**src/rtl/uart_rx_ctrl.sv**
```systemverilog
// Receive-side sequencing FSM for an oversampled UART.
// It detects the start bit, strobes the datapath checkers at the mid-bit check point and flags frame errors.
module uart_rx_ctrl #(
  parameter int PRESCALE   = 8,
  parameter int DATA_WIDTH = 8,
  localparam int EW = $clog2(PRESCALE)
) (
  input  logic          clk,
  input  logic          rst,
  input  logic          rx_in,
  input  logic          par_en,
  input  logic          strt_glitch,
  input  logic          par_err,
  input  logic          stp_err,
  output logic [EW-1:0] edge_cnt,
  output logic [3:0]    bit_cnt,
  output logic          dat_samp_en,
  output logic          deser_en,
  output logic          strt_chk_en,
  output logic          par_chk_en,
  output logic          stp_chk_en,
  output logic          data_valid,
  output logic          par_err_o,
  output logic          stp_err_o,
  output logic [2:0]    state_dbg
);

  typedef enum logic [2:0] {
    IDLE   = 3'd0,
    START  = 3'd1,
    DATA   = 3'd2,
    PARITY = 3'd3,
    STOP   = 3'd4
  } state_t;

  // The sampler votes on the three edges ending at CP_EDGE, so the
  // sampled bit is settled there.
  localparam logic [EW-1:0] CP_EDGE   = EW'(PRESCALE / 2 + 1);
  localparam logic [EW-1:0] LAST_EDGE = EW'(PRESCALE - 1);
  localparam logic [3:0]    LAST_DATA = 4'(DATA_WIDTH);

  state_t state;
  logic   par_en_q;
  logic   at_cp;
  logic   at_wrap;

  assign at_cp     = (edge_cnt == CP_EDGE);
  assign at_wrap   = (edge_cnt == LAST_EDGE);
  assign state_dbg = state;

  always_comb begin
    dat_samp_en = (state != IDLE);
    strt_chk_en = (state == START)  && at_cp;
    deser_en    = (state == DATA)   && at_cp;
    par_chk_en  = (state == PARITY) && at_cp;
    stp_chk_en  = (state == STOP)   && at_cp;
  end

  always_ff @(posedge clk) begin
    if (rst) begin
      state      <= IDLE;
      edge_cnt   <= '0;
      bit_cnt    <= '0;
      par_en_q   <= 1'b0;
      data_valid <= 1'b0;
      par_err_o  <= 1'b0;
      stp_err_o  <= 1'b0;
    end else begin
      data_valid <= 1'b0;

      if (state == IDLE) begin
        edge_cnt <= '0;
        bit_cnt  <= '0;
      end else if (at_wrap) begin
        edge_cnt <= '0;
        bit_cnt  <= bit_cnt + 4'd1;
      end else begin
        edge_cnt <= edge_cnt + EW'(1);
      end

      case (state)
        IDLE: begin
          if (!rx_in) begin
            state     <= START;
            par_en_q  <= par_en;
            par_err_o <= 1'b0;
            stp_err_o <= 1'b0;
          end
        end
        START: begin
          if (at_cp && strt_glitch) begin
            state    <= IDLE;
            edge_cnt <= '0;
            bit_cnt  <= '0;
          end else if (at_wrap) begin
            state <= DATA;
          end
        end
        DATA: begin
          if (at_wrap && bit_cnt == LAST_DATA) begin
            state <= par_en_q ? PARITY : STOP;
          end
        end
        PARITY: begin
          if (at_cp) par_err_o <= par_err;
          if (at_wrap) state <= STOP;
        end
        STOP: begin
          // Leave at the check point so a start bit right after the stop
          // bit is not missed.
          if (at_cp) begin
            stp_err_o  <= stp_err;
            data_valid <= !stp_err && !par_err_o;
            state      <= IDLE;
            edge_cnt   <= '0;
            bit_cnt    <= '0;
          end
        end
        default: begin
          state    <= IDLE;
          edge_cnt <= '0;
          bit_cnt  <= '0;
        end
      endcase
    end
  end

endmodule

```
**config.mk**
```make
export PLATFORM = sky130hd
export DESIGN_NAME = uart_rx_ctrl
export DESIGN_NICKNAME = d
export VERILOG_FILES = /design/src/rtl/uart_rx_ctrl.sv
export SDC_FILE = /design/constraint.sdc
export NUM_CORES = 1
export LEC_CHECK = 0
export ABC_AREA = 1
export CAP_MARGIN = 20
export CORE_AREA = 2 2 52 54
export CTS_BUF_LIST = sky130_fd_sc_hd__clkbuf_8 sky130_fd_sc_hd__clkbuf_16
export DETAILED_ROUTE_END_ITERATION = 10
export DIE_AREA = 0 0 54 56
export PLACE_DENSITY = 0.71
export SLEW_MARGIN = 30
export SYNTH_ARGS = -nofsm -noshare
export SYNTH_HDL_FRONTEND = slang
export SYNTH_SLANG_ARGS = --single-unit
```
**constraint.sdc**
```tcl
create_clock -name clk -period 1.49 [get_ports clk]
set_input_delay 0.298 -clock clk [delete_from_list [all_inputs] [get_ports clk]]
set_output_delay 0.298 -clock clk [all_outputs]
set_load 0.02 [all_outputs]
```
==> metrics.yaml <==
min_period_ns: 1.49
dp_hpwl_um: 1700
tns_ns: 0
worstPathArrival_ns: 1.19
grt_pass1_vias: 849
outcome: "finished clean"
finalSetupViolCount: 0
ant_nets: 0
fmax_ghz: 0.671
rsz0062_at_grt: "true"
clock_sinks: 14
htree_num_levels: 1
diodes: 0
antenna_found_initial: 0
syn_nets: 128
syn_avg_cell_area_um2: 7.14
p_leak_uw: 0.000658
die_y_um: 56
grt_usage_pct: 15.2
port_buffers: 24
cts_tree: "yes"
numPlacedInstances: 186
syn-instance-count: 115
rows: 18
start_util_pct: 33.7
synth.distinct_cells: 21
pre_cts_ws_ns: -0.277
hold_path.class: "reg -> reg"
via_count: 892
hold_viol: 0
required_ns: 1.19
grt_max_degree: 9
maxSlewHeadroom_pct: 85.0
die_w_um: 54
io_pins: 25
grt_pass1_wl_um: 3430
hold_start: "par_err_o$_SDFFE_PP0P_"
nNetsFinal: 175
drtPass1Iterations: 4
cts-root-buf: "clkbuf_8"
insertion_delay_ns: 0.25
hold_buffers: 0
cp-start-kind: "flip-flop"
rrSetupSlack_ns: 0.09
r2r_cells: 10
ir_drop_v: 0.000948
die_area_um2: 3020
slew_violations: 0
syn_to_final_growth_pct: 65.9
postRouteWirelength_um: 2190
timing.rr.end: "state_dbg[1]$_SDFFE_PP0P_"
max_cap_viol_count: 0
holdPathStages: 1
finalClockSkew_ns: 0.00530
cellPowerDensity_nw_per_um2: 1440
drc_errors: 0
gp_congestion: 0.909
grt_overflow: 0
path_class: "reg -> out"
path_clk_slew_ns: 0.06
coreArea_um2: 2430
post-route-period-util_pct: 100
clockBufferDepth: 2
total_power_uw: 1950
syn-cell-area_um2: 821
vias_per_cell: 4.67
min_to: "data_valid$_SDFF_PP0_"
seq_area_frac_synth_pct: 34.1
drive_gt1_share_pct: 40.4
worstMarginPinSlew_ns: 0.225
whs_ns: 0.448
worstSetupEndpointType: "output port"
path_max_fanout: 5
synth_seq_cells: 14
drt-initial-drc-count: 12
reg2reg_from: "edge_cnt[0]$_SDFF_PP0_"
finalNonFillerCells: 191
worst_slack_ns: 0.000717
wl_per_cell_um: 11.4
ys_warn_count: 0
cts_buffers: 3
state kept, by name, summed over array words and instances (netlist names):
name,flops
edge_cnt,3
data_valid,1
stp_err_o,1
par_en_q,1
bit_cnt,4
par_err_o,1
state_dbg,3
cells by family after synthesis:
group | after synthesis | synth area share [%]
compound gates | 13 | 9.15
fa+ha+maj | 6 | 9.15
buf+inv | 19 | 9.60
xor+xnor | 1 | 1.07
flops | 14 | 34.1
simple gates | 62 | 36.9
critical path, cell delays in order, from the launching register on:
cell and delay, ns:
dfxtp_2 0.32, inv_2 0.06, ha_4 0.15, nand2_4 0.07
buf_6 0.13, nor2_4 0.08, buf_6 0.12
what timing repair did:
action / CTS / global route
gates resized for setup: 42 / 20
buffers inserted: 2 / 0
setup endpoints to repair: 25 / 11
pin swaps: 2 / 11
where the power goes:
part           leakage [µW]  switching (µW)  total, µW  internal [µW]
clock network     0.0000288             143        378            234
logic              0.000513             590       1040            453
registers          0.000116            79.8        532            453
cell usage after synthesis:
master / count / area share [%]
nor3_1: 2 / 1.2
nand2_1: 17 / 7.8
nand3_1: 9 / 5.5
nor4_1: 1 / 0.76
inv_2: 2 / 0.91
o21a_1: 1 / 0.91
nor3_2: 2 / 2.4
nand3_2: 1 / 1.2
a21oi_2: 1 / 1.1
nor2_1: 16 / 7.3
inv_1: 16 / 7.3
nor2_2: 4 / 3.0
ha_1: 6 / 9.1
xnor2_1: 1 / 1.1
nand4_1: 2 / 1.5
buf_6: 1 / 1.4
o21ai_0: 5 / 3.0
o21ai_2: 1 / 1.1
dfxtp_1: 14 / 34
a21oi_1: 5 / 3.0
nand2_2: 8 / 6.1
cell usage in the layout, fill, tap and decap left out, drive strengths merged:
cell type      count
a21oi              6
buf               24
clkbuf             4
clkdlybuf4s50      7
dfxtp             14
dlygate4sd2       11
dlymetal6s2s       1
ha                 6
inv               18
nand2             25
nand3             10
nand4              2
nor2              20
nor3               4
nor4               1
o21a               1
o21ai              6
xnor2              1
final cells by class:
cell class	count	area, µm²
sequential	14	289
timing repair buffer	43	365
multi-input combinational	82	547
inverter	18	67.6
fill	232	1070
tap	30	37.5
clock buffer	4	55.1
routing by layer:
layer	routed length (µm)	global-route usage (%)	part of all wire, %
met4	48	7.14	2.2
met3	156	3.23	7.1
met1	889	16.8	41
met5	0	0	0
met2	1090	26.3	50
through the flow:
step	utilization, %	instance area [µm²]
after global routing	56.0	1360
final	56.0	1360
after global placement	50.5	1230
after detailed placement	50.5	1230
after floorplan	-	826
after CTS	53.7	1310
worst max path at each step:
stage / startpoint / to / slack [ns] / depth (start not counted)
floorplan: edge_cnt[0]$_SDFF_PP0_ / stp_err_o$_SDFFE_PP0P_ / -0.001 / 7
global placement: edge_cnt[1]$_SDFF_PP0_ / strt_chk_en / -0.24 / 5
detailed placement: edge_cnt[1]$_SDFF_PP0_ / strt_chk_en / -0.28 / 5
CTS: edge_cnt[1]$_SDFF_PP0_ / stp_chk_en / -0.07 / 6
global route: edge_cnt[1]$_SDFF_PP0_ / stp_chk_en / -0.05 / 6
finish: edge_cnt[1]$_SDFF_PP0_ / stp_chk_en / 0.0007 / 6
No activity file was read; power rests on OpenSTA's default activity.
